File: src/rtl/dsp_config_chain_loader.sv
// Serialises parallel configuration words onto the DSP tile configuration chain.
// Define DSP_CONFIG_CHAIN_VERIFY_EN to add a CRC-checked rotate-and-verify pass.
module dsp_config_chain_loader #(
   parameter int unsigned CHAIN_LENGTH = 64,
   parameter int unsigned WORD_WIDTH   = 8
) (
   input  logic                                clk,
   input  logic                                reset,
   input  logic                                start,
   input  logic                                abort,
   input  logic [WORD_WIDTH-1:0]               cfg_word,
   input  logic                                cfg_word_valid,
   output logic                                cfg_word_ready,
   output logic                                configuration_output,
   output logic                                configuration_enable,
   input  logic                                chain_return,
   output logic                                busy,
   output logic                                done,
   output logic [$clog2(CHAIN_LENGTH+1)-1:0]   bit_count,
   output logic                                verify_ok,
   output logic                                verify_fail
);

   localparam int unsigned BCW  = $clog2(CHAIN_LENGTH + 1);
   localparam int unsigned REMW = $clog2(WORD_WIDTH + 1);

   localparam logic [1:0] S_IDLE   = 2'd0;
   localparam logic [1:0] S_LOAD   = 2'd1;
`ifdef DSP_CONFIG_CHAIN_VERIFY_EN
   localparam logic [1:0] S_VERIFY = 2'd2;
   localparam logic [15:0] CRC_POLY = 16'h1021;
   localparam logic [15:0] CRC_INIT = 16'hFFFF;
`endif

   logic [1:0]            state, state_nxt;
   logic [WORD_WIDTH-1:0] shreg, shreg_nxt;
   logic [REMW-1:0]       rem, rem_nxt;
   logic [BCW-1:0]        bit_count_nxt;
   logic                  out_q, out_nxt;
   logic                  en_nxt, busy_nxt, done_nxt;
   logic [31:0]           left, nbits;

`ifdef DSP_CONFIG_CHAIN_VERIFY_EN
   logic [15:0] crc_tx, crc_tx_nxt, crc_rx, crc_rx_nxt;
   logic        ok_q, ok_nxt, fail_q, fail_nxt;

   function automatic logic [15:0] crc_step(input logic [15:0] crc, input logic din);
      logic fb;
      fb = crc[15] ^ din;
      return {crc[14:0], 1'b0} ^ (fb ? CRC_POLY : 16'h0000);
   endfunction
`endif

   // A new word is taken once the previous one is down to its last bit on the wire.
   assign cfg_word_ready = (state == S_LOAD) && (rem == '0) && (bit_count < BCW'(CHAIN_LENGTH));

   // Next-state and next-output logic
   always_comb begin
      state_nxt     = state;
      shreg_nxt     = shreg;
      rem_nxt       = rem;
      out_nxt       = 1'b0;
      en_nxt        = 1'b0;
      busy_nxt      = busy;
      done_nxt      = 1'b0;
      bit_count_nxt = bit_count;
      left          = CHAIN_LENGTH - 32'(bit_count);
      nbits         = (left < WORD_WIDTH) ? left : WORD_WIDTH;
`ifdef DSP_CONFIG_CHAIN_VERIFY_EN
      crc_tx_nxt    = crc_tx;
      crc_rx_nxt    = crc_rx;
      ok_nxt        = 1'b0;
      fail_nxt      = 1'b0;
`endif
      case (state)
         S_IDLE: begin
            if (start) begin
               state_nxt     = S_LOAD;
               busy_nxt      = 1'b1;
               bit_count_nxt = '0;
               rem_nxt       = '0;
`ifdef DSP_CONFIG_CHAIN_VERIFY_EN
               crc_tx_nxt    = CRC_INIT;
`endif
            end
         end
         S_LOAD: begin
            if (abort) begin
               state_nxt = S_IDLE;
               busy_nxt  = 1'b0;
               rem_nxt   = '0;
            end else if (configuration_enable && (bit_count == BCW'(CHAIN_LENGTH))) begin
`ifdef DSP_CONFIG_CHAIN_VERIFY_EN
               state_nxt     = S_VERIFY;
               en_nxt        = 1'b1;
               bit_count_nxt = '0;
               crc_rx_nxt    = CRC_INIT;
`else
               state_nxt = S_IDLE;
               busy_nxt  = 1'b0;
               done_nxt  = 1'b1;
`endif
            end else if (rem != '0) begin
               out_nxt       = shreg[WORD_WIDTH-1];
               shreg_nxt     = shreg << 1;
               rem_nxt       = rem - REMW'(1);
               en_nxt        = 1'b1;
               bit_count_nxt = bit_count + BCW'(1);
`ifdef DSP_CONFIG_CHAIN_VERIFY_EN
               crc_tx_nxt    = crc_step(crc_tx, shreg[WORD_WIDTH-1]);
`endif
            end else if (cfg_word_valid && cfg_word_ready) begin
               // Final word may be truncated to the bits still needed.
               out_nxt       = cfg_word[WORD_WIDTH-1];
               shreg_nxt     = cfg_word << 1;
               rem_nxt       = REMW'(nbits - 32'd1);
               en_nxt        = 1'b1;
               bit_count_nxt = bit_count + BCW'(1);
`ifdef DSP_CONFIG_CHAIN_VERIFY_EN
               crc_tx_nxt    = crc_step(crc_tx, cfg_word[WORD_WIDTH-1]);
`endif
            end
         end
`ifdef DSP_CONFIG_CHAIN_VERIFY_EN
         S_VERIFY: begin
            if (abort) begin
               state_nxt = S_IDLE;
               busy_nxt  = 1'b0;
            end else begin
               crc_rx_nxt    = crc_step(crc_rx, chain_return);
               bit_count_nxt = bit_count + BCW'(1);
               if (bit_count == BCW'(CHAIN_LENGTH - 1)) begin
                  state_nxt = S_IDLE;
                  busy_nxt  = 1'b0;
                  done_nxt  = 1'b1;
                  ok_nxt    = (crc_rx_nxt == crc_tx);
                  fail_nxt  = (crc_rx_nxt != crc_tx);
               end else begin
                  en_nxt = 1'b1;
               end
            end
         end
`endif
         default: begin
            state_nxt = S_IDLE;
            busy_nxt  = 1'b0;
         end
      endcase
   end

   always_ff @(posedge clk) begin
      if (reset) begin
         state                <= S_IDLE;
         shreg                <= '0;
         rem                  <= '0;
         out_q                <= 1'b0;
         configuration_enable <= 1'b0;
         busy                 <= 1'b0;
         done                 <= 1'b0;
         bit_count            <= '0;
`ifdef DSP_CONFIG_CHAIN_VERIFY_EN
         crc_tx               <= '0;
         crc_rx               <= '0;
         ok_q                 <= 1'b0;
         fail_q               <= 1'b0;
`endif
      end else begin
         state                <= state_nxt;
         shreg                <= shreg_nxt;
         rem                  <= rem_nxt;
         out_q                <= out_nxt;
         configuration_enable <= en_nxt;
         busy                 <= busy_nxt;
         done                 <= done_nxt;
         bit_count            <= bit_count_nxt;
`ifdef DSP_CONFIG_CHAIN_VERIFY_EN
         crc_tx               <= crc_tx_nxt;
         crc_rx               <= crc_rx_nxt;
         ok_q                 <= ok_nxt;
         fail_q               <= fail_nxt;
`endif
      end
   end

`ifdef DSP_CONFIG_CHAIN_VERIFY_EN
   // Tail loops straight back to the head so the rotation is exactly CHAIN_LENGTH long.
   assign configuration_output = (state == S_VERIFY) ? chain_return : out_q;
   assign verify_ok            = ok_q;
   assign verify_fail          = fail_q;
`else
   logic unused_chain_return;
   assign unused_chain_return  = chain_return;
   assign configuration_output = out_q;
   assign verify_ok            = 1'b0;
   assign verify_fail          = 1'b0;
`endif

endmodule

File: config.mk
export PLATFORM = sky130hd
export DESIGN_NAME = dsp_config_chain_loader
export DESIGN_NICKNAME = d
export VERILOG_FILES = /design/src/rtl/dsp_config_chain_loader.sv
export SDC_FILE = /design/constraint.sdc
export NUM_CORES = 1
export LEC_CHECK = 0
export BUFFER_PORTS_ARGS = -buffer_cell sky130_fd_sc_hd__buf_2
export CORE_UTILIZATION = 56
export DETAILED_ROUTE_END_ITERATION = 6
export PLACE_DENSITY = 0.84
export SYNTH_ARGS = -nofsm -noshare
export SYNTH_HDL_FRONTEND = slang
export SYNTH_SLANG_ARGS = --single-unit
File: constraint.sdc
create_clock -name clk -period 3.7 [get_ports clk]
set_input_delay 0.74 -clock clk [delete_from_list [all_inputs] [get_ports clk]]
set_output_delay 0.74 -clock clk [all_outputs]
set_load 0.01 [all_outputs]
==> impl_metrics.csv <==
group,metric,value,unit
outcome,status,"finished, final reports clean",
synth,ys_seq_area_frac,0.364,
route,ant_nets,0,
synth,netlist_instances,147,
synth,synth_seq_cells,22,
floorplanning,die_h,48.5,µm
clock_network,cts_buffers,3,
place,placed_cell_area,1320,µm²
synth,synth_area,1210,µm²
synth,synth_compound_area_frac,0.183,
synth,synthXorXnorAreaFrac,0.0507,
setup_path,critPathMaxFanout,9,
floorplanning,dieArea,2350,µm²
sta,timing.fmax,352,MHz
synth,synth_top_family_by_area,"simple AND/OR/NAND/NOR gates",
global_routing,grt_pass1_wl,4390,µm
place,place.gp.congestion,0.818,
synth,synth_mux_area_frac,0.00827,
setup_path,endpoint_kind,"register",
floorplanning,rows,16,
global_routing,antenna_found_initial,0,
clock_network,cts_resized,0,
min_path,hold_path_startpoint,"shreg[1]",
clock_network,htreeDepth,1,
global_routing,grt_pass1_vias,1051,
synth,synth-edff-count,0,
synth,synthSimpleGateAreaFrac,0.297,
pwr,p_leak,0.572,nW
route,routed-via-count,1153,
pwr,ir_worst_vdd,226,µV
clock_network,post-cts-setup-buffers,0,
global_routing,gr-total-overflow,0,
sta,finalHoldViolCount,0,
place,port-buffer-count,24,
sta,fin_crit,2840,ps
min_path,hold_depth,2,
clock_network,clkTransAtPathRegs,130,ps
clock_network,ctsRootBufferMaster,"clkbuf_4",
floorplanning,fp.dieW,48.5,µm
synth,async_flop_share,0,
job,maxCapViolCount,0,
synth,synth_adder_area_share,0.0310,
route,wl,2490,µm
finish,design_area,1370,µm²
route,route.detailed.drc,0,
synth,synth_ff_type,"dfxtp_1",
synth,synth.yosys.warnings,0,
floorplanning,coreArea,2000,µm²
synth,syn_area_per_cell,8.23,µm²
clock_network,clkLatencyLatePin,320,ps
floorplanning,initial_utilization,0.604,
finish,drive_above_1_share,0.208,
global_routing,grt_max_degree,25,
setup_path,required,3960,ps
route,dr.pass1.iters,4,
global_routing,grt_usage,0.241,
finish,syn_to_final_growth,13.5,%
setup_path,path_class,"register to register",
sta,fin_crit_sh,0.768,
sta,finClkSkew,8.07,ps
clock_network,cts_tree,"done",
min_path,min-delay-path-class,"register to register",
setup_path,r2r-end,"rem[2]",
setup_path,start_kind,"register",
min_path,worstHoldEndpoint,"shreg[1]",
finish,antennaDiodeCount,0,
sta,fin_tns_setup,0,ps
route,via_per_inst,5.91,
place,place_hpwl,1820,µm
sta,slew_violations,0,
sta,rsz0062_at_grt,"no",
route,dr.first_iter.drc_count,22,
route,wl_per_cell,12.7,µm
clock_network,hold_buffers,0,
clock_network,cts_sinks,22,
clock_network,cts_buffer_depth,2,
setup_path,rr_worst_depth,10,
finish,fin_nets,186,
sta,setup_viol,0,
setup_path,crit_arrival,3100,ps
synth,ys_types,46,
setup_path,r2r_setup_slack,860,ps
setup_path,timing.rr.start,"bit_count[0]",
pwr,power.density,337,nW/µm²
floorplanning,io_pins,28,
cells in the final DEF (no fill, tap or decap), types with 2 or more instances in the layout:
cell,netlist,layout
a21oi_1,8,8
a311oi_1,6,6
buf_2,4,24
buf_4,3,2
clkbuf_4,0,3
conb_1,1,2
dfxtp_1,22,22
ha_1,3,3
inv_1,4,4
nand2_1,20,20
nand2b_1,3,3
nand3_1,2,2
nor2_1,20,20
nor2b_1,2,2
nor3_1,6,6
nor3b_1,2,2
nor4_1,2,2
o21ai_0,3,3
or3_1,2,2
xnor2_1,2,2
xor2_1,5,5
power breakdown:
group	switching [mW]	leakage, nW	internal, mW
clock network	0.0768	0.0279	0.110
registers	0.00281	0.178	0.240
logic	0.0198	0.366	0.0148
total	0.0994	0.572	0.364
per-stage QoR:
stage / utilization / hold slack, ps / worst slack (ps) / power (mW) / instances
floorplan: - / 446 / 1180 / 0.270 / 148
global placement: 0.660 / 456 / 1040 / 0.281 / 191
detailed placement: 0.660 / 461 / 925 / 0.282 / 191
CTS: 0.686 / 481 / 864 / 0.465 / 195
global route: 0.686 / 512 / 658 / 0.483 / 195
finish: 0.686 / 477 / 858 / 0.463 / 195
cell usage after synthesis, types with 2 or more instances:
master    count  share of area
a21oi_1       8          0.033
a311oi_1      6          0.043
buf_2         4          0.017
buf_4         3          0.019
clkbuf_1      2         0.0062
dfxtp_1      22           0.36
ha_1          3          0.031
inv_1         4          0.012
nand2_1      20          0.062
nand2b_1      3          0.016
nand3_1       2         0.0083
nor2_1       20          0.062
nor2b_1       2          0.010
nor3_1        6          0.025
nor3b_1       2          0.012
nor4_1        2          0.010
o21ai_0       3          0.012
or3_1         2          0.010
xnor2_1       2          0.014
xor2_1        5          0.036
layer usage:
metal / track usage / vias to the layer above / part of all wire
met1: 0.277 / 535 / 0.41
met4: 0.167 / 0 / 0.032
met2: 0.394 / 46 / 0.50
met3: 0.0566 / 9 / 0.063
li1: - / 563 / -
met5: 0 / - / 0
sequential cells by signal, indices dropped and copies added, names as in the netlist:
name	count
configuration_output	1
state	1
shreg	7
bit_count	7
done	1
rem	4
configuration_enable	1
worst max-delay path by stage:
stage / start / endpoint / slack [ps] / depth (start not counted)
finish: bit_count[0] / rem[2] / 860 / 10
global route: bit_count[0] / rem[2] / 660 / 10
CTS: bit_count[0] / rem[2] / 860 / 10
detailed placement: bit_count[0] / rem[2] / 920 / 10
global placement: bit_count[0] / rem[2] / 1040 / 10
floorplan: bit_count[0] / rem[2] / 1180 / 10
area by class of cell:
type | instances | area [µm²]
inverter | 4 | 15.0
multi-input combinational | 112 | 697
clock buffer | 3 | 22.5
tap | 27 | 33.8
fill | 183 | 628
clock inverter | 1 | 30.0
timing repair buffer | 26 | 135
sequential | 22 | 440
critical path: stages, from the launching register on:
cell	delay, ps
dfxtp_1	420
inv_1	190
ha_1	210
nor3b_4	390
mux2i_1	280
o221ai_2	150
nor2_1	200
a21oi_1	100
ha_1	220
or4_1	520
nand3_1	100
logic make-up after synthesis:
| kind of cell | Yosys count |
|---|---|
| AO/OA/AOI/OAI | 29 |
| XOR/XNOR | 7 |
| adder cells (fa/ha/maj) | 3 |
| buffers and inverters | 14 |
| flip-flops | 22 |
| multiplexers | 1 |
| other | 1 |
| AND/OR/NAND/NOR | 70 |
Note: power is estimated with default switching activity, not from simulation.
